[src/rtl/vc_crossbar_router_pkg.sv]
// Shared constants and helpers for the 3x3 val/rdy crossbar router.
//   NUM_PORTS    : number of input and output ports
//   DEST_W       : width of a destination / source index
//   DEST_ILLEGAL : destination code that is accepted and then dropped
//   next_idx3    : increment modulo 3, used by the round-robin pointers
package vc_crossbar_router_pkg;

  localparam int                NUM_PORTS    = 3;
  localparam int                DEST_W       = 2;
  localparam logic [DEST_W-1:0] DEST_ILLEGAL = 2'd3;

  function automatic logic [DEST_W-1:0] next_idx3(input logic [DEST_W-1:0] idx);
    return (idx >= 2'd2) ? 2'd0 : idx + 2'd1;
  endfunction

endpackage

[src/rtl/vc_crossbar_router_arb.sv]
// Three-way round-robin arbiter with an internal priority pointer.
//   clk, reset : clock, asynchronous active-high reset (pointer -> 0)
//   req_i      : request bit per input
//   en_i       : a transfer completed this cycle; advance the pointer
//   gnt_o      : one-hot grant (all zero when no request)
//   gnt_idx_o  : encoded grant, 0 when no request
module round_robin_arb3
  import vc_crossbar_router_pkg::*;
(
  input  logic              clk,
  input  logic              reset,
  input  logic [2:0]        req_i,
  input  logic              en_i,
  output logic [2:0]        gnt_o,
  output logic [DEST_W-1:0] gnt_idx_o
);

  logic [DEST_W-1:0] ptr_q;
  logic [DEST_W-1:0] ptr_d;
  logic [DEST_W-1:0] cand_s;

  // Search ptr, ptr+1, ptr+2 (mod 3); first requester wins.
  always_comb begin
    gnt_o     = 3'b000;
    gnt_idx_o = 2'd0;
    cand_s    = ptr_q;
    for (int k = 0; k < NUM_PORTS; k++) begin
      if (req_i[cand_s] && (gnt_o == 3'b000)) begin
        gnt_o[cand_s] = 1'b1;
        gnt_idx_o     = cand_s;
      end else begin
        gnt_o = gnt_o;
      end
      cand_s = next_idx3(cand_s);
    end
  end

  // Pointer moves past the winner only when a transfer actually happens,
  // so the presented message stays stable under backpressure.
  always_comb begin
    if (en_i && (req_i != 3'b000)) begin
      ptr_d = next_idx3(gnt_idx_o);
    end else begin
      ptr_d = ptr_q;
    end
  end

  // Pointer register.
  always_ff @(posedge clk or posedge reset) begin
    if (reset) begin
      ptr_q <= 2'd0;
    end else begin
      ptr_q <= ptr_d;
    end
  end

endmodule

[src/rtl/vc_crossbar_router.sv]
// Three-input / three-output val/rdy router stage. Each input owns a
// one-entry buffer; each output has its own round-robin arbiter whose
// encoded grant selects the payload through a 3:1 mux.
//   clk, reset          : clock, asynchronous active-high reset
//   inN_val/rdy/msg/dest: input port N handshake, payload, destination
//   outN_val/rdy/msg/src: output port N handshake, payload, source index
// out_rdy -> in_rdy is a combinational path (through the grant); the
// payload path from input to output is always registered.
module vc_crossbar_router
  import vc_crossbar_router_pkg::*;
#(
  parameter int BIT_WIDTH = 32
) (
  input  logic                 clk,
  input  logic                 reset,
  input  logic                 in0_val,
  output logic                 in0_rdy,
  input  logic [BIT_WIDTH-1:0] in0_msg,
  input  logic [DEST_W-1:0]    in0_dest,
  input  logic                 in1_val,
  output logic                 in1_rdy,
  input  logic [BIT_WIDTH-1:0] in1_msg,
  input  logic [DEST_W-1:0]    in1_dest,
  input  logic                 in2_val,
  output logic                 in2_rdy,
  input  logic [BIT_WIDTH-1:0] in2_msg,
  input  logic [DEST_W-1:0]    in2_dest,
  output logic                 out0_val,
  input  logic                 out0_rdy,
  output logic [BIT_WIDTH-1:0] out0_msg,
  output logic [DEST_W-1:0]    out0_src,
  output logic                 out1_val,
  input  logic                 out1_rdy,
  output logic [BIT_WIDTH-1:0] out1_msg,
  output logic [DEST_W-1:0]    out1_src,
  output logic                 out2_val,
  input  logic                 out2_rdy,
  output logic [BIT_WIDTH-1:0] out2_msg,
  output logic [DEST_W-1:0]    out2_src
);

  logic [NUM_PORTS-1:0] in_val_s, in_rdy_s, out_rdy_s, out_val_s;
  logic [BIT_WIDTH-1:0] in_msg_s  [NUM_PORTS];
  logic [DEST_W-1:0]    in_dest_s [NUM_PORTS];
  logic [BIT_WIDTH-1:0] out_msg_s [NUM_PORTS];
  logic [DEST_W-1:0]    out_src_s [NUM_PORTS];

  logic [NUM_PORTS-1:0] full_q, full_d;
  logic [BIT_WIDTH-1:0] msg_q  [NUM_PORTS];
  logic [BIT_WIDTH-1:0] msg_d  [NUM_PORTS];
  logic [DEST_W-1:0]    dest_q [NUM_PORTS];
  logic [DEST_W-1:0]    dest_d [NUM_PORTS];

  logic [NUM_PORTS-1:0] req_s   [NUM_PORTS];  // req_s[out][in]
  logic [NUM_PORTS-1:0] gnt_s   [NUM_PORTS];  // gnt_s[out][in]
  logic [DEST_W-1:0]    gnt_idx_s [NUM_PORTS];
  logic [NUM_PORTS-1:0] xfer_s, granted_s, drop_s, load_s;

  assign in_val_s  = {in2_val, in1_val, in0_val};
  assign out_rdy_s = {out2_rdy, out1_rdy, out0_rdy};
  assign in_msg_s[0] = in0_msg;   assign in_dest_s[0] = in0_dest;
  assign in_msg_s[1] = in1_msg;   assign in_dest_s[1] = in1_dest;
  assign in_msg_s[2] = in2_msg;   assign in_dest_s[2] = in2_dest;

  assign in0_rdy = in_rdy_s[0];
  assign in1_rdy = in_rdy_s[1];
  assign in2_rdy = in_rdy_s[2];
  assign out0_val = out_val_s[0]; assign out0_msg = out_msg_s[0]; assign out0_src = out_src_s[0];
  assign out1_val = out_val_s[1]; assign out1_msg = out_msg_s[1]; assign out1_src = out_src_s[1];
  assign out2_val = out_val_s[2]; assign out2_msg = out_msg_s[2]; assign out2_src = out_src_s[2];

  // Request matrix, grant fan-in and input readiness. An illegal-dest
  // entry drains by itself, so it behaves like a grant for in_rdy.
  always_comb begin
    for (int j = 0; j < NUM_PORTS; j++) begin
      for (int i = 0; i < NUM_PORTS; i++) begin
        req_s[j][i] = full_q[i] && (dest_q[i] == DEST_W'(j));
      end
      xfer_s[j] = out_val_s[j] && out_rdy_s[j];
    end
    for (int i = 0; i < NUM_PORTS; i++) begin
      granted_s[i] = 1'b0;
      for (int j = 0; j < NUM_PORTS; j++) begin
        granted_s[i] = granted_s[i] | (gnt_s[j][i] & out_rdy_s[j]);
      end
      drop_s[i]   = full_q[i] && (dest_q[i] == DEST_ILLEGAL);
      in_rdy_s[i] = !full_q[i] || granted_s[i] || drop_s[i];
      load_s[i]   = in_val_s[i] && in_rdy_s[i];
    end
  end

  // One arbiter per output, pointer advanced on a completed transfer.
  for (genvar gj = 0; gj < NUM_PORTS; gj++) begin : g_arb
    round_robin_arb3 u_arb (
      .clk       (clk),
      .reset     (reset),
      .req_i     (req_s[gj]),
      .en_i      (xfer_s[gj]),
      .gnt_o     (gnt_s[gj]),
      .gnt_idx_o (gnt_idx_s[gj])
    );
  end

  // Output 3:1 mux; payload and source forced to zero when idle.
  always_comb begin
    for (int j = 0; j < NUM_PORTS; j++) begin
      out_val_s[j] = |req_s[j];
      out_msg_s[j] = {BIT_WIDTH{1'b0}};
      out_src_s[j] = 2'd0;
      if (out_val_s[j]) begin
        out_src_s[j] = gnt_idx_s[j];
        case (gnt_idx_s[j])
          2'd0:    out_msg_s[j] = msg_q[0];
          2'd1:    out_msg_s[j] = msg_q[1];
          2'd2:    out_msg_s[j] = msg_q[2];
          default: out_msg_s[j] = {BIT_WIDTH{1'b0}};
        endcase
      end else begin
        out_src_s[j] = 2'd0;
      end
    end
  end

  // Buffer next state: a new accept wins over a departure in the same cycle.
  always_comb begin
    for (int i = 0; i < NUM_PORTS; i++) begin
      full_d[i] = full_q[i];
      msg_d[i]  = msg_q[i];
      dest_d[i] = dest_q[i];
      if (load_s[i]) begin
        full_d[i] = 1'b1;
        msg_d[i]  = in_msg_s[i];
        dest_d[i] = in_dest_s[i];
      end else if (granted_s[i] || drop_s[i]) begin
        full_d[i] = 1'b0;
      end else begin
        full_d[i] = full_q[i];
      end
    end
  end

  // Input buffer registers; reset discards anything buffered.
  always_ff @(posedge clk or posedge reset) begin
    if (reset) begin
      full_q <= 3'b000;
      for (int i = 0; i < NUM_PORTS; i++) begin
        msg_q[i]  <= {BIT_WIDTH{1'b0}};
        dest_q[i] <= 2'd0;
      end
    end else begin
      full_q <= full_d;
      for (int i = 0; i < NUM_PORTS; i++) begin
        msg_q[i]  <= msg_d[i];
        dest_q[i] <= dest_d[i];
      end
    end
  end

endmodule

[config.mk]
export PLATFORM = sky130hd
export DESIGN_NAME = vc_crossbar_router
export DESIGN_NICKNAME = d
export VERILOG_FILES = /design/src/rtl/vc_crossbar_router_pkg.sv /design/src/rtl/vc_crossbar_router_arb.sv /design/src/rtl/vc_crossbar_router.sv
export SDC_FILE = /design/constraint.sdc
export NUM_CORES = 1
export LEC_CHECK = 0
export CAP_MARGIN = 25
export CORE_MARGIN = 5
export CORE_UTILIZATION = 50
export CTS_CLUSTER_DIAMETER = 50
export DETAILED_ROUTE_END_ITERATION = 8
export DONT_BUFFER_PORTS = 1
export PLACE_DENSITY = 0.68
export SLEW_MARGIN = 20
export SYNTH_ARGS = -nofsm -noshare
export SYNTH_HDL_FRONTEND = slang
export SYNTH_SLANG_ARGS = --single-unit
[constraint.sdc]
create_clock -name clk -period 3.7 [get_ports clk]
set_input_delay 0.74 -clock clk [delete_from_list [all_inputs] [get_ports clk]]
set_output_delay 0.74 -clock clk [all_outputs]
set_load 0.005 [all_outputs]
# Word-level counts from Yosys, hierarchy flattened
# Index checks and enable logic that the tools add are counted.
# Widths: inputs -> output; s select.
# word_totals
regBits	111
latchBits	0
mem_bits_rw	0
rom_bits	0
in_bits	110
out_inout_bits	108
wordCells	231
mem_count	0
# classes
addsub	9
n_mul	0
n_div	0
n_lt_le_gt_ge	27
eq_ne	15
shifts	0
n_mux	78
n_bitwise	21
n_reduce_logical	69
# op_table
cell	count
$pmux 32 s3	3
$mux 32	3
$mux 2	21
$logic_and 1x1->1	36
$lt 2x3->1 const B	9
$mux 3	9
$mux 1	24
$add 2x1->2 const B	9
$bmux 1 s2	9
$demux 1 s2	9
$eq 2x2->1 const B	9
$ge 2x1->1 const B	9
$ge 2x2->1 const B	9
$logic_not 3->1	6
$or 3x3->3	6
$eq 2x1->1 const B	6
$logic_not 2->1	6
$and 1x1->1	9
$logic_or 1x1->1	9
$reduce_bool 3->1	3
$reduce_or 3->1	3
$or 1x1->1	6
$reduce_bool 2->1	3
$logic_not 1->1	3

# Logic depth before layout (Yosys ltp)
# Gate-level depths: netlist of run 1.
# depth
depth_word	18
mapped_depth	8
ltp_nobuf	5

# Modules after synthesis
# Synthesis of run 1 repeated with hierarchy kept, for this count alone.
# hier_totals
cells_unflattened	699
hier_area_um2	7714.9
# by_module_without_submodules
module	instances	cells_per_inst	area_each_um2	seq_area_each_um2
vc_crossbar_router	1	618	7099.3	2627.5
round_robin_arb3	3	27	205.2	50.0

# Worst setup path before layout of run 1
# No wires, ideal clock.
# synth_timing
path_kind	register to output
startpoint	register dest_q[4] (netlist bit)
endpoint	output out2_msg[23]
arrival_time_ns	1.812
required_ns	2.960
path_slack_ns	1.148
stages_incl_launch_ff	9
path_buffers	3
path_cell_list	dfrtp_1 > buf_6 > and3b_1 > a21oi_1 > and2_1 > clkbuf_1 > clkbuf_1 > a22oi_1 > a21oi_1
# synth_between
elab_chain_len	14
word_cells_on_any_way	24
classes_between	eq/ne (3); mux (13); bitwise (1); reduce/logical (7)
# synth_rtl
item	line_no	source
start: declaration	vc_crossbar_router.sv:51	logic [DEST_W-1:0] dest_q [NUM_PORTS];
start signal: indexed assignment	vc_crossbar_router.sv:154	dest_q[i] <= dest_d[i];
$eq 2x2->1 (*)	vc_crossbar_router.sv:77	req_s[j][i] = full_q[i] && (dest_q[i] == DEST_W'(j));
$logic_and 1x1->1 (*)	vc_crossbar_router.sv:77	
$bmux 1 s2	vc_crossbar_router_arb.sv:28	if (req_i[cand_s] && (gnt_o == 3'b000)) begin
$mux 1 (implied by the code)	vc_crossbar_router_arb.sv:28	
$mux 3	vc_crossbar_router_arb.sv:28	
$logic_not 3->1	vc_crossbar_router_arb.sv:28	
$logic_and 1x1->1	vc_crossbar_router_arb.sv:28	
$mux 3	vc_crossbar_router_arb.sv:28	
$logic_not 3->1	vc_crossbar_router_arb.sv:28	
$logic_and 1x1->1	vc_crossbar_router_arb.sv:28	
$mux 2	vc_crossbar_router_arb.sv:28	
$eq 2x2->1 (tied with other cells)	vc_crossbar_router.sv:112	case (gnt_idx_s[j])
$pmux 32 s3	vc_crossbar_router.sv:112	
$mux 32 (*)	vc_crossbar_router.sv:110	if (out_val_s[j]) begin
end: declaration	vc_crossbar_router.sv:38	output logic [BIT_WIDTH-1:0] out2_msg,
# Every way passes the cells marked *; elsewhere a longest branch is shown, timed or not. The select of a mux whose other input is x is not followed.

# Worst setup path after layout of run 1
# layout_timing
startpoint	register dest_q[4] (netlist bit)
endpoint	output out2_msg[9]
# Same word-level chain as after synthesis.

==> impl_table.tex, run 1 <==
\begin{tabular}{lr}
\hline
Metric & Value \\
\hline
\multicolumn{2}{l}{\textbf{Setup path}} \\
\quad Arrival time worst endpoint & between 2 and 3 ns \\
\quad Crit. End Element & output port \\
\quad Worst R2R Path Depth & 6 \\
\quad Peak fanout along the critical path & 24 \\
\quad Crit start category & flip-flop \\
\quad R2R setup slack & 0.96 ns \\
\quad Critical path class & reg -> out \\
\quad Worst setup path startpoint & dest\_q[4] \\
\quad Launching point of the worst reg2reg path & dest\_q[4] \\
\quad Worst path required time & around 3.0 ns \\
\multicolumn{2}{l}{\textbf{Clocking}} \\
\quad Clk Latency, worst-skew pair & around 0.36 ns \\
\quad Resize count post-CTS & 0 \\
\quad CTS root buffer & sky130\_fd\_sc\_hd\_\_clkbuf\_16 \\
\quad Number of buffers inserted during clock tree synthesis & 9 \\
\quad Clock tree from TritonCTS & done \\
\quad Number of buffers on the longest clock path & 2 \\
\quad Setup repair bufs after CTS & 0 \\
\quad CTS Hold Bufs & 0 \\
\quad H-tree depth reported by CTS & 3 \\
\quad Clock-pin slew of the registers on the worst-case setup and hold paths & 0.07 ns \\
\quad Clock Sink Count & 111 \\
\multicolumn{2}{l}{\textbf{Yosys}} \\
\quad Share of synthesized flip-flops with an asynchronous set or reset & 1.00 \\
\quad Yosys reg bits & 111 \\
\quad Number of synthesized flops with an enable pin & 0 \\
\quad Yosys synthesis warning count & 0 \\
\quad Cells after Synth & 649 \\
\quad Sequential fraction of the synthesis area & 0.415 \\
\quad Distinct cells, synth & 50 \\
\quad Synth Net Count & 759 \\
\quad Top FF cell, synth & sky130\_fd\_sc\_hd\_\_dfrtp\_1 \\
\quad Mean instance size in the synthesized netlist & between 10 and 15 µm² \\
\quad Combined area of all synthesized cells & 6700 µm² \\
\multicolumn{2}{l}{\textbf{Timing}} \\
\quad Max-slew violation count & 0 \\
\quad Slew at the pin closest to its max-slew limit & between 0.9 and 1 ns \\
\quad Highest Clock Rate & between 0.2 and 0.3 GHz \\
\quad Setup repair after global routing missed its margin & false \\
\quad Rel. slew slack & 0.394 \\
\quad Aggregate negative setup slack & 0 ns \\
\quad Clock Skews & 0.00920 ns \\
\quad Total of endpoints with negative setup slack in the final report & 0 \\
\quad Final hold violations & 0 \\
\quad Final critical path time including I/O delays and setup & 3.62 ns \\
\quad Final period utilization & 0.977 \\
\multicolumn{2}{l}{\textbf{Run status}} \\
\quad Status & completed \\
\multicolumn{2}{l}{\textbf{Layout}} \\
\quad Final \#Nets & around 740 \\
\quad Top library cells by usage in the layout, fill and taps aside & 111 x sky130\_fd\_sc\_hd\_\_dfrtp\_1, 108 x sky130\_fd\_sc\_hd\_\_nand2\_1, 96 x sky130\_fd\_sc\_hd\_\_a22oi\_1 \\
\quad Most frequent standard cell in the layout excluding fill and tap cells & sky130\_fd\_sc\_hd\_\_dfrtp\_1 \\
\quad Area delta synth->final & 6.61\% \\
\quad Share of layout cells above drive strength 1 & 0.251 \\
\multicolumn{2}{l}{\textbf{Die}} \\
\quad Die W & $\sim$130 µm \\
\quad Total core area & 13200 µm² \\
\quad Die Outline Area & around 16000 µm² \\
\quad Site Rows & 42 \\
\quad Initial Util & 0.508 \\
\quad Vertical die dimension & roughly 130 µm \\
\quad Count of pins on the block boundary & between 200 and 250 \\
\multicolumn{2}{l}{\textbf{Hold path}} \\
\quad Class of the worst hold path & in -> async \\
\multicolumn{2}{l}{\textbf{Detailed routing}} \\
\quad Antenna Violating Nets Remaining & 0 \\
\quad DRC & 0 \\
\quad Number of vias after detailed routing & 5590 \\
\quad Routed WL per cell & between 20 and 30 µm \\
\quad Ratio of routed vias to standard cells & 6.89 \\
\quad TritonRoute pass-1 iters & 5 \\
\quad First DRT Iteration DRCs & 526 \\
\quad Sum of routed wire length over all layers & 22100 µm \\
\multicolumn{2}{l}{\textbf{Place}} \\
\quad I/O Buffers & 0 \\
\quad Global placement routability congestion & 0.918 \\
\quad Post-detailed-placement half-perimeter wirelength & between 10000 and 15000 µm \\
\multicolumn{2}{l}{\textbf{Power}} \\
\quad Power per Cell Area & $\sim$1200 nW/µm² \\
\quad Net switching component of the power & 4.45 mW \\
\quad Leak Pwr & 2.97 nW \\
\quad Internal power contribution & 4.45 mW \\
\quad Combinational share of power & 0.601 \\
\quad Total Power & 8.90 mW \\
\quad Maximum ir drop on the vdd rail & 0.501 mV \\
\quad Clock power frac & 0.106 \\
\quad Flop pwr share & 0.293 \\
\quad Switching part of the total & 0.500 \\
\multicolumn{2}{l}{\textbf{Global route}} \\
\quad Total routing resource utilization after global routing & 0.269 \\
\quad Pin count of the biggest net entering global routing & 63 \\
\quad Wire length of the first global-routing pass & 33800 µm \\
\quad Number of global-route vias before repair & $\sim$5700 \\
\quad Number of antenna violations at the first check in global routing & 2 \\
\quad Total congestion overflow after global routing & 0 \\
\multicolumn{2}{l}{\textbf{Run}} \\
\quad Max capacitance violation total & 0 \\
\hline
\end{tabular}
-- cells in the mapped netlist (all sizes together), types with 3 or more instances --
cell	n	area, µm²
a21boi	3	22.5
a21o	3	22.5
a21oi	72	364
a22oi	96	721
a31o	3	26.3
and2	3	18.8
buf	19	190
clkbuf	33	124
dfrtp	111	2780
inv	4	15.0
mux2	104	1400
nand2	108	405
nand2b	4	25.0
nand3	4	20.0
nand3b	6	45.0
nor2	4	15.0
nor3	3	20.0
nor3b	4	30.0
o21ai	34	170
or3b	3	26.3
-- power by group through the flow --
| stage | clock (mW) | sequential (mW) | combinational [mW] |
|---|---|---|---|
| floorplan | 0 | 2.36 | 4.01 |
| global placement | 0 | 2.54 | 5.18 |
| detailed placement | 0 | 2.59 | 5.28 |
| CTS | 0.957 | 2.58 | 5.30 |
| global route | 1.01 | 2.71 | 5.68 |
| finish | 0.943 | 2.61 | 5.35 |
-- cell families after synthesis --
group	after synthesis	share of synthesized area
AOI/OAI and AO/OA	226	0.221
and+or+nand+nor	152	0.106
DFF	111	0.415
muxes	104	0.208
buffers and inverters	56	0.0491
-- flip-flops by register name (all words and copies together) (netlist names) --
register	count
msg_q	96
dest_q	6
g_arb.u_arb.ptr_q	6
full_q	3
-- critical path, stage by stage, from the launching register on --
cell and delay [ns]:
sky130_fd_sc_hd__dfrtp_1 0.60, sky130_fd_sc_hd__and3b_1 0.27, sky130_fd_sc_hd__a21oi_1 0.30, sky130_fd_sc_hd__and2_2 0.66
sky130_fd_sc_hd__buf_4 0.34, sky130_fd_sc_hd__a22oi_1 0.09, sky130_fd_sc_hd__a21oi_1 0.27
-- path summary, 6_finish.rpt --
kind,to
setup / recovery,out2_msg[9]
hold / removal,msg_q[56]
setup reg to reg,msg_q[27]
hold reg to reg,msg_q[66]
max in group asynchronous,msg_q[78]
min in group clk,full_q[1]
-- area by class of cell --
cell class | count | area (µm²)
clock inverter | 4 | 30.0
antenna | 2 | 5.00
inverter | 4 | 17.5
fill | 1169 | 6050
sequential | 111 | 2780
multi-input combinational | 482 | 3660
timing repair buffer | 20 | 188
clock buffer | 12 | 246
tap | 176 | 220
-- through the flow --
stage | instances | cell area, µm² | hold WS, ns | setup WS (ns) | util
after floorplan | 649 | 6700 | 0.511 | 0.0293 | -
after global placement | 793 | 6860 | 0.536 | 0.591 | 0.520
after detailed placement | 793 | 6860 | 0.544 | 0.570 | 0.520
after CTS | 809 | 7140 | 0.441 | 0.171 | 0.541
after global routing | 811 | 7140 | 0.482 | 0.0129 | 0.541
final | 811 | 7140 | 0.400 | 0.0846 | 0.541
-- layer usage --
| metal | vias to the layer above | global-route usage | share of wire |
|---|---|---|---|
| met5 | - | 0 | 0 |
| li1 | 2363 | - | - |
| met4 | 0 | 0.0953 | 0.026 |
| met3 | 64 | 0.0792 | 0.10 |
| met1 | 2762 | 0.351 | 0.40 |
| met2 | 401 | 0.430 | 0.48 |
(Power assumes the default switching activity.)
==> run 2: changes to the inputs <==
--- a/config.mk
+++ b/config.mk
@@ -12,6 +12,7 @@
 export DETAILED_ROUTE_END_ITERATION = 8
 export DONT_BUFFER_PORTS = 1
 export PLACE_DENSITY = 0.68
+export REMOVE_ABC_BUFFERS = 1
 export SLEW_MARGIN = 20
 export SYNTH_ARGS = -nofsm -noshare
 export SYNTH_HDL_FRONTEND = slang
==> run 2 against run 1 <==
  * Power rose by 1.6%
  * Register-to-register slack got worse by 0.19 ns
  * Worst setup slack improved by 0.18 ns
  * Clock-buffer cell count fell by 1
  * Flip-flop and latch count did not move
  * Utilization rose by 0.44 points
  * Combinational power rose by 1%
  * Routed wire length rose by 0.93%
  * Cell area rose by 0.81%
  * Critical path type unchanged
  * Highest routed layer is now met5
==> impl_table.tex, run 2 (synthesis gave the netlist of run 1 again) <==
\begin{tabular}{lr}
\hline
Metric & Value \\
\hline
\multicolumn{2}{l}{\textbf{Run status}} \\
\quad Status & completed (unchanged) \\
\multicolumn{2}{l}{\textbf{Run}} \\
\quad Max capacitance violation total & 0 (unchanged) \\
\multicolumn{2}{l}{\textbf{Detailed routing}} \\
\quad Number of vias after detailed routing & 5656 (was 5590) \\
\quad WL met2 & 10400 µm (was 10500 µm) \\
\quad TritonRoute pass-1 iters & 7 (was 5) \\
\quad First DRT Iteration DRCs & 553 (was 526) \\
\quad Ratio of routed vias to standard cells & 6.97 (was 6.89) \\
\quad Routed WL per cell & 27.5 µm (was 27.2 µm) \\
\quad Routed length on met3 & 2290 µm (was 2250 µm) \\
\quad Antenna Violating Nets Remaining & 0 (unchanged) \\
\quad Sum of routed wire length over all layers & 22300 µm (was 22100 µm) \\
\quad DRC & 0 (unchanged) \\
\quad DRT met1 WL & 8720 µm (about the same) \\
\quad Top layer reached by signal wires & met5 (was met4) \\
\multicolumn{2}{l}{\textbf{Die}} \\
\quad Count of pins on the block boundary & 218 (unchanged) \\
\quad Initial Util & 0.508 (unchanged) \\
\quad Site Rows & 42 (unchanged) \\
\quad Vertical die dimension & 126 µm (unchanged) \\
\quad Total core area & 13200 µm² (unchanged) \\
\quad Die W & 126 µm (unchanged) \\
\quad Die Outline Area & 15800 µm² (unchanged) \\
\multicolumn{2}{l}{\textbf{Global route}} \\
\quad Total congestion overflow after global routing & 0 (unchanged) \\
\quad Total routing resource utilization after global routing & 0.275 (was 0.269) \\
\quad Number of global-route vias before repair & 5887 (was 5650) \\
\quad Pin count of the biggest net entering global routing & 64 (was 63) \\
\quad Wire length of the first global-routing pass & 34400 µm (was 33800 µm) \\
\quad Number of antenna violations at the first check in global routing & 4 (was 2) \\
\multicolumn{2}{l}{\textbf{Setup path}} \\
\quad Crit start category & flip-flop (unchanged) \\
\quad Launching point of the worst reg2reg path & dest\_q[4] (unchanged) \\
\quad R2R setup slack & 0.77 ns (was 0.96 ns) \\
\quad Endpoint of the worst register-to-register path & msg\_q[92] (was msg\_q[27]) \\
\quad Worst path required time & 2.96 ns (about the same) \\
\quad Worst R2R Path Depth & 6 (unchanged) \\
\quad Crit. End Element & output port (unchanged) \\
\quad Arrival time worst endpoint & 2.69 ns (was 2.88 ns) \\
\quad Critical path class & reg -> out (unchanged) \\
\quad Peak fanout along the critical path & 33 (was 24) \\
\multicolumn{2}{l}{\textbf{Layout}} \\
\quad Share of layout cells above drive strength 1 & 0.254 (was 0.251) \\
\quad Area taken by multi-input logic gates & 3670 µm² (was 3660 µm²) \\
\quad Final standard cell utilization of the core & 0.546 (was 0.541) \\
\quad Largest register FFs & 96 (unchanged) \\
\quad Largest registers ranked by flip-flop count & msg\_q (96), dest\_q (6), g\_arb.u\_arb.ptr\_q (6) (unchanged) \\
\quad Largest Register & msg\_q (unchanged) \\
\quad Most frequent standard cell in the layout excluding fill and tap cells & sky130\_fd\_sc\_hd\_\_dfrtp\_1 (unchanged) \\
\quad Filler Cells Inserted & 1100 (was 1169) \\
\quad Sequential Area & 2780 µm² (unchanged) \\
\quad Area delta synth->final & 7.47\% (was 6.61\%) \\
\quad Top library cells by usage in the layout, fill and taps aside & 111 x sky130\_fd\_sc\_hd\_\_dfrtp\_1, 108 x sky130\_fd\_sc\_hd\_\_nand2\_1, 96 x sky130\_fd\_sc\_hd\_\_a22oi\_1 (unchanged) \\
\quad Final \#Nets & 740 (was 738) \\
\multicolumn{2}{l}{\textbf{Place}} \\
\quad I/O Buffers & 0 (unchanged) \\
\quad Post-detailed-placement half-perimeter wirelength & 14800 µm (was 14400 µm) \\
\quad Global placement routability congestion & 0.949 (was 0.918) \\
\quad Place WS & 0.569 ns (was 0.570 ns) \\
\multicolumn{2}{l}{\textbf{Clocking}} \\
\quad Clock-pin slew of the registers on the worst-case setup and hold paths & 0.08 ns (was 0.07 ns) \\
\quad Clk Latency, worst-skew pair & 0.36 ns (about the same) \\
\quad Number of buffers inserted during clock tree synthesis & 9 (unchanged) \\
\quad Number of buffers on the longest clock path & 2 (unchanged) \\
\quad H-tree depth reported by CTS & 3 (unchanged) \\
\quad Setup repair bufs after CTS & 0 (unchanged) \\
\quad CTS root buffer & sky130\_fd\_sc\_hd\_\_clkbuf\_16 (unchanged) \\
\quad Clock Sink Count & 111 (unchanged) \\
\quad Clock tree from TritonCTS & done (unchanged) \\
\multicolumn{2}{l}{\textbf{Timing}} \\
\quad Slew at the pin closest to its max-slew limit & 0.974 ns (was 0.908 ns) \\
\quad Max-slew violation count & 0 (unchanged) \\
\quad Total of endpoints with negative setup slack in the final report & 0 (unchanged) \\
\quad Highest Clock Rate & 0.291 GHz (was 0.277 GHz) \\
\quad Final period utilization & 0.928 (was 0.977) \\
\quad Rel. slew slack & 0.350 (was 0.394) \\
\quad Setup repair after global routing missed its margin & false (unchanged) \\
\quad Final critical path time including I/O delays and setup & 3.43 ns (was 3.62 ns) \\
\quad Final hold violations & 0 (unchanged) \\
\quad Post-layout worst setup margin & 0.266 ns (was 0.0846 ns) \\
\quad Aggregate negative setup slack & 0 ns (unchanged) \\
\quad Clock Skews & 0.00952 ns (was 0.00920 ns) \\
\multicolumn{2}{l}{\textbf{Power}} \\
\quad Maximum ir drop on the vdd rail & 0.475 mV (was 0.501 mV) \\
\quad Leak Pwr & 3.00 nW (was 2.97 nW) \\
\quad Clock power frac & 0.112 (was 0.106) \\
\quad Switching part of the total & 0.496 (was 0.500) \\
\quad Combinational share of power & 0.598 (was 0.601) \\
\quad Power per Cell Area & 1260 nW/µm² (was 1250 nW/µm²) \\
\quad Net switching component of the power & 4.48 mW (was 4.45 mW) \\
\quad Flop pwr share & 0.290 (was 0.293) \\
\quad Internal power contribution & 4.56 mW (was 4.45 mW) \\
\multicolumn{2}{l}{\textbf{Hold path}} \\
\quad Class of the worst hold path & in -> async (unchanged) \\
\hline
\end{tabular}
==> run 2: cell count changes in the layout (fill, tap and decap cells not counted), sizes merged <==
cell,change
diode,-1
clkbuf,-1
clkinvlp,-1
buf,+2
bufinv,+1
==> run 2: worst max-delay path, stage by stage (launching register included) <==
cell and delay, ns:
sky130_fd_sc_hd__dfrtp_1 0.54, sky130_fd_sc_hd__a21boi_0 0.54, sky130_fd_sc_hd__a311oi_4 0.16, sky130_fd_sc_hd__or2_2 0.61, sky130_fd_sc_hd__o21ai_0 0.48
==> run 2: power by group through the flow <==
stage	clock network (mW)	registers, mW	logic, mW
6_report	1.01	2.62	5.41
5_1_grt	1.08	2.73	5.73
4_1_cts	1.03	2.59	5.31
3_5_place_dp	0	2.61	5.29
3_3_place_gp	0	2.55	5.23
2_1_floorplan	0	2.38	3.72
==> run 2: metrics by stage <==
stage | cell area (µm²) | cells | power (mW) | hold WS, ns
floorplan | 6380 | 597 | 6.10 | 0.511
global placement | 6880 | 794 | 7.78 | 0.528
detailed placement | 6880 | 794 | 7.90 | 0.543
CTS | 7180 | 809 | 8.93 | 0.368
global route | 7200 | 811 | 9.53 | 0.402
finish | 7200 | 811 | 9.04 | 0.341
==> run 2: worst max-delay path by stage <==
stage	slack, ns	depth (start not counted)	start	to
2_1_floorplan	-0.55	4	dest_q[4]	out1_msg[0]
3_3_place_gp	0.68	6	dest_q[4]	out0_msg[27]
3_5_place_dp	0.57	6	dest_q[4]	out0_msg[23]
4_1_cts	0.16	6	dest_q[4]	out0_msg[23]
5_1_grt	0.13	4	dest_q[4]	out1_msg[25]
6_report	0.27	4	dest_q[4]	out1_msg[9]
==> run 2: final cells by class <==
| cell class | count | share of cell area |
|---|---|---|
| Antenna cell | 1 | 0.000348 |
| Sequential cell | 111 | 0.386 |
| Clock inverter | 4 | 0.00765 |
| Tap cell | 176 | 0.0306 |
| Inverter | 4 | 0.00243 |
| Clock buffer | 11 | 0.0337 |
| Multi-Input combinational cell | 482 | 0.510 |
| Timing Repair Buffer | 22 | 0.0299 |
==> run 2: repair_timing <==
action,in CTS,in global routing
endpoints found under the setup margin,0,7
resized for setup,0,1
hold buffers,0,0
==> run 2: routing by layer <==
layer / global-route usage / up-vias
li1: - / 2363
met1: 0.351 / 2782
met2: 0.433 / 421
met3: 0.0847 / 84
met4: 0.117 / 6
met5: 0 / -
==> run 3: changes to the inputs <==
--- a/config.mk
+++ b/config.mk
@@ -9,6 +9,7 @@
 export CORE_MARGIN = 5
 export CORE_UTILIZATION = 50
 export CTS_CLUSTER_DIAMETER = 50
+export CTS_CLUSTER_SIZE = 40
 export DETAILED_ROUTE_END_ITERATION = 8
 export DONT_BUFFER_PORTS = 1
 export PLACE_DENSITY = 0.68
@@ -16,4 +17,5 @@
 export SLEW_MARGIN = 20
 export SYNTH_ARGS = -nofsm -noshare
 export SYNTH_HDL_FRONTEND = slang
+export SYNTH_HIERARCHICAL = 1
 export SYNTH_SLANG_ARGS = --single-unit
==> run 3 against run 2 <==
  * Flip-flop and latch count unchanged
  * Worst setup slack lost 0.11 ns
  * First-iteration DRC count decreased by 41%
  * Critical path depth up 4
  * Synthesized cell count increased by 7.7%
  * Highest routed layer unchanged
  * Clock-buffer cell count is the same
  * Fmax fell by 3.1%
==> impl_table.tex, run 3 <==
\begin{tabular}{lr}
\hline
Metric & Value \\
\hline
\multicolumn{2}{l}{\textbf{Power}} \\
\quad Maximum ir drop on the vdd rail & 0.510 mV (was 0.475 mV) \\
\quad Total Power & 9.98 mW (was 9.04 mW) \\
\quad Power per Cell Area & 1200 nW/µm² (was 1260 nW/µm²) \\
\quad Leak Pwr & 3.41 nW (was 3.00 nW) \\
\multicolumn{2}{l}{\textbf{Layout}} \\
\quad Top library cells by usage in the layout, fill and taps aside & 111 x sky130\_fd\_sc\_hd\_\_dfrtp\_1, 96 x sky130\_fd\_sc\_hd\_\_mux2i\_1, 90 x sky130\_fd\_sc\_hd\_\_mux2\_4 (was 111 x sky130\_fd\_sc\_hd\_\_dfrtp\_1, 108 x sky130\_fd\_sc\_hd\_\_nand2\_1, 96 x sky130\_fd\_sc\_hd\_\_a22oi\_1) \\
\quad Final standard cell utilization of the core & 0.549 (was 0.546) \\
\quad Share of layout cells above drive strength 1 & 0.291 (was 0.254) \\
\quad Largest register FFs & 96 (unchanged) \\
\quad Final \#Nets & 792 (was 740) \\
\quad Filler Cells Inserted & 1274 (was 1100) \\
\quad Largest registers ranked by flip-flop count & msg\_q (96), dest\_q (6), g\_arb.u\_arb/ptr\_q (6) (was msg\_q (96), dest\_q (6), g\_arb.u\_arb.ptr\_q (6)) \\
\quad Largest Register & msg\_q (unchanged) \\
\quad Area delta synth->final & 7.74\% (was 7.47\%) \\
\quad Most frequent standard cell in the layout excluding fill and tap cells & sky130\_fd\_sc\_hd\_\_dfrtp\_1 (unchanged) \\
\multicolumn{2}{l}{\textbf{Timing}} \\
\quad Slew at the pin closest to its max-slew limit & 0.850 ns (was 0.974 ns) \\
\quad Rel. slew slack & 0.433 (was 0.350) \\
\quad Total of endpoints with negative setup slack in the final report & 0 (unchanged) \\
\quad Final hold slack & 0.111 ns (was 0.341 ns) \\
\quad Final critical path time including I/O delays and setup & 3.54 ns (was 3.43 ns) \\
\quad Clock Skews & 0.0131 ns (was 0.00952 ns) \\
\quad Final hold violations & 0 (unchanged) \\
\quad Final period utilization & 0.957 (was 0.928) \\
\quad Setup repair after global routing missed its margin & false (unchanged) \\
\quad Highest Clock Rate & 0.282 GHz (was 0.291 GHz) \\
\quad Max-slew violation count & 0 (unchanged) \\
\multicolumn{2}{l}{\textbf{Setup path}} \\
\quad Arrival time worst endpoint & 2.80 ns (was 2.69 ns) \\
\quad R2R setup slack & 0.65 ns (was 0.77 ns) \\
\quad Crit start category & flip-flop (unchanged) \\
\quad Launching point of the worst reg2reg path & dest\_q[4] (unchanged) \\
\quad Worst R2R Path Depth & 8 (was 6) \\
\quad Endpoint of the worst register-to-register path & dest\_q[4] (was msg\_q[92]) \\
\quad Crit. End Element & output port (unchanged) \\
\quad Worst path required time & 2.96 ns (about the same) \\
\quad Peak fanout along the critical path & 11 (was 33) \\
\quad Critical path class & reg -> out (unchanged) \\
\multicolumn{2}{l}{\textbf{Die}} \\
\quad Die Outline Area & 18000 µm² (was 15800 µm²) \\
\quad Vertical die dimension & 134 µm (was 126 µm) \\
\quad Initial Util & 0.509 (was 0.508) \\
\quad Total core area & 15100 µm² (was 13200 µm²) \\
\quad Count of pins on the block boundary & 218 (unchanged) \\
\quad Die W & 134 µm (was 126 µm) \\
\quad Site Rows & 45 (was 42) \\
\multicolumn{2}{l}{\textbf{Clocking}} \\
\quad Clock-pin slew of the registers on the worst-case setup and hold paths & 0.07 ns (was 0.08 ns) \\
\quad Number of buffers on the longest clock path & 2 (unchanged) \\
\quad CTS Hold Bufs & 0 (unchanged) \\
\quad Clk Latency, worst-skew pair & 0.36 ns (about the same) \\
\quad Number of buffers inserted during clock tree synthesis & 9 (unchanged) \\
\quad CTS root buffer & sky130\_fd\_sc\_hd\_\_clkbuf\_16 (unchanged) \\
\quad Clock tree from TritonCTS & done (unchanged) \\
\quad Clock Sink Count & 111 (unchanged) \\
\quad H-tree depth reported by CTS & 3 (unchanged) \\
\multicolumn{2}{l}{\textbf{Detailed routing}} \\
\quad Antenna Violating Nets Remaining & 0 (unchanged) \\
\quad Number of vias after detailed routing & 5628 (was 5656) \\
\quad DRC & 0 (unchanged) \\
\quad Sum of routed wire length over all layers & 22800 µm (was 22300 µm) \\
\quad First DRT Iteration DRCs & 329 (was 553) \\
\quad TritonRoute pass-1 iters & 6 (was 7) \\
\quad Routed WL per cell & 26.0 µm (was 27.5 µm) \\
\quad Ratio of routed vias to standard cells & 6.42 (was 6.97) \\
\multicolumn{2}{l}{\textbf{Global route}} \\
\quad Total congestion overflow after global routing & 0 (unchanged) \\
\quad Pin count of the biggest net entering global routing & 41 (was 64) \\
\quad Total routing resource utilization after global routing & 0.251 (was 0.275) \\
\quad Number of antenna violations at the first check in global routing & 1 (was 4) \\
\quad Wire length of the first global-routing pass & 35500 µm (was 34400 µm) \\
\quad Number of global-route vias before repair & 6021 (was 5887) \\
\multicolumn{2}{l}{\textbf{Place}} \\
\quad I/O Buffers & 0 (unchanged) \\
\quad Post-detailed-placement half-perimeter wirelength & 15800 µm (was 14800 µm) \\
\quad Global placement routability congestion & 0.944 (was 0.949) \\
\multicolumn{2}{l}{\textbf{Yosys}} \\
\quad Fraction of post-synthesis cell area in the top cell type by area & 0.360 (was 0.415) \\
\quad Yosys synthesis warning count & 6 (was 0) \\
\quad Top cells by area, synth & sky130\_fd\_sc\_hd\_\_dfrtp\_1 36\%, sky130\_fd\_sc\_hd\_\_mux2\_4 18\%, sky130\_fd\_sc\_hd\_\_mux2i\_1 12\%, sky130\_fd\_sc\_hd\_\_o2bb2ai\_1 7.0\%, sky130\_fd\_sc\_hd\_\_and2\_1 5.5\% (was sky130\_fd\_sc\_hd\_\_dfrtp\_1 41\%, sky130\_fd\_sc\_hd\_\_mux2\_4 13\%, sky130\_fd\_sc\_hd\_\_a22oi\_1 11\%, sky130\_fd\_sc\_hd\_\_mux2\_2 7.2\%, sky130\_fd\_sc\_hd\_\_nand2\_1 6.1\%) \\
\quad Number of synthesized flops with an enable pin & 0 (unchanged) \\
\quad Top FF cell, synth & sky130\_fd\_sc\_hd\_\_dfrtp\_1 (unchanged) \\
\quad Share of synthesized flip-flops with an asynchronous set or reset & 1.00 (unchanged) \\
\quad Cell type with the highest aggregate area in the netlist & sky130\_fd\_sc\_hd\_\_dfrtp\_1 (unchanged) \\
\quad Sequential fraction of the synthesis area & 0.360 (was 0.415) \\
\quad Cells after Synth & 699 (was 649) \\
\quad Combined area of all synthesized cells & 7710 µm² (was 6700 µm²) \\
\quad Most common cell in the synthesized netlist & sky130\_fd\_sc\_hd\_\_dfrtp\_1 (unchanged) \\
\quad Yosys reg bits & 111 (unchanged) \\
\quad Most numerous cell types in the synthesized netlist & 111 x sky130\_fd\_sc\_hd\_\_dfrtp\_1, 96 x sky130\_fd\_sc\_hd\_\_mux2i\_1, 90 x sky130\_fd\_sc\_hd\_\_mux2\_4 (was 111 x sky130\_fd\_sc\_hd\_\_dfrtp\_1, 108 x sky130\_fd\_sc\_hd\_\_nand2\_1, 96 x sky130\_fd\_sc\_hd\_\_a22oi\_1) \\
\quad Mean instance size in the synthesized netlist & 11.0 µm² (was 10.3 µm²) \\
\quad Distinct cells, synth & 37 (was 50) \\
\multicolumn{2}{l}{\textbf{Run}} \\
\quad Max capacitance violation total & 0 (unchanged) \\
\multicolumn{2}{l}{\textbf{Run status}} \\
\quad Status & completed (unchanged) \\
\multicolumn{2}{l}{\textbf{Hold path}} \\
\quad Class of the worst hold path & in -> async (unchanged) \\
\hline
\end{tabular}
run 3: changes by cell type in the layout (fill, tap and decap cells not counted), moves of 31 or more:
cell | before | now
sky130_fd_sc_hd__o2bb2ai_1 | 0 | 62
sky130_fd_sc_hd__and2_1 | 2 | 68
sky130_fd_sc_hd__nand2_1 | 108 | 33
sky130_fd_sc_hd__a22oi_1 | 96 | 0
sky130_fd_sc_hd__mux2_2 | 43 | 12
sky130_fd_sc_hd__mux2i_1 | 0 | 96
sky130_fd_sc_hd__a21oi_1 | 71 | 28
run 3: cell families after synthesis:
| logic type | Yosys count | share of synthesized area |
|---|---|---|
| flops | 111 | 0.360 |
| mux | 198 | 0.317 |
| compound gates | 141 | 0.139 |
| buf+inv | 69 | 0.0457 |
| simple gates | 180 | 0.138 |
run 3: worst max-delay path by stage:
| stage | start | end | slack [ns] |
|---|---|---|---|
| 2_1_floorplan | dest_q[0] | out1_msg[31] | -1.40 |
| 3_3_place_gp | dest_q[4] | out2_msg[20] | 0.61 |
| 3_5_place_dp | dest_q[4] | out2_msg[11] | 0.50 |
| 4_1_cts | dest_q[4] | out2_msg[11] | 0.09 |
| 5_1_grt | dest_q[4] | out2_msg[9] | 0.03 |
| 6_report | dest_q[4] | out0_msg[10] | 0.16 |
run 3: layer usage:
| metal | up-vias | routed length, µm | track usage |
|---|---|---|---|
| li1 | 2492 | - | - |
| met1 | 2855 | 9220 | 0.311 |
| met2 | 253 | 11400 | 0.425 |
| met3 | 26 | 1860 | 0.0784 |
| met4 | 2 | 319 | 0.0645 |
| met5 | - | 13 | 0 |
run 3: per-stage QoR:
stage	area (µm²)	setup slack (ns)	std cells	setup TNS [ns]
2_1_floorplan	7400	-1.40	641	-117.03
3_3_place_gp	7970	0.611	859	0
3_5_place_dp	7970	0.501	859	0
4_1_cts	8300	0.0936	875	0
5_1_grt	8310	0.0270	875	0
6_report	8310	0.158	876	0
run 3: power breakdown:
part           switching [mW]  internal (mW)  leakage, nW
Sequential              0.737           1.85         1.30
Clock                   0.465          0.632        0.166
Combinational            3.30           3.00         1.94
run 3: cell type report:
| type | instances | area, µm² | share of cell area |
|---|---|---|---|
| antenna | 1 | 2.50 | 0.000301 |
| clock buffer | 11 | 253 | 0.0304 |
| clock inverter | 5 | 78.8 | 0.00948 |
| inverter | 11 | 43.8 | 0.00527 |
| multi-input combinational | 519 | 4680 | 0.563 |
| sequential | 111 | 2780 | 0.334 |
| tap | 188 | 235 | 0.0283 |
| timing repair buffer | 30 | 238 | 0.0286 |
run 3: what timing repair did:
| action | CTS | global route |
|---|---|---|
| resized for setup | 0 | 1 |
| setup endpoints to repair | 0 | 26 |
| buffers inserted | 0 | 0 |
run 3: critical path, stage by stage (launching register included):
cell	delay (ns)
sky130_fd_sc_hd__dfrtp_1	0.42
sky130_fd_sc_hd__nor3b_1	0.35
sky130_fd_sc_hd__nor2b_4	0.28
sky130_fd_sc_hd__nor3_1	0.08
sky130_fd_sc_hd__o21a_2	0.33
sky130_fd_sc_hd__nor2b_4	0.40
sky130_fd_sc_hd__buf_4	0.28
sky130_fd_sc_hd__nand2_1	0.08
sky130_fd_sc_hd__a21oi_1	0.24
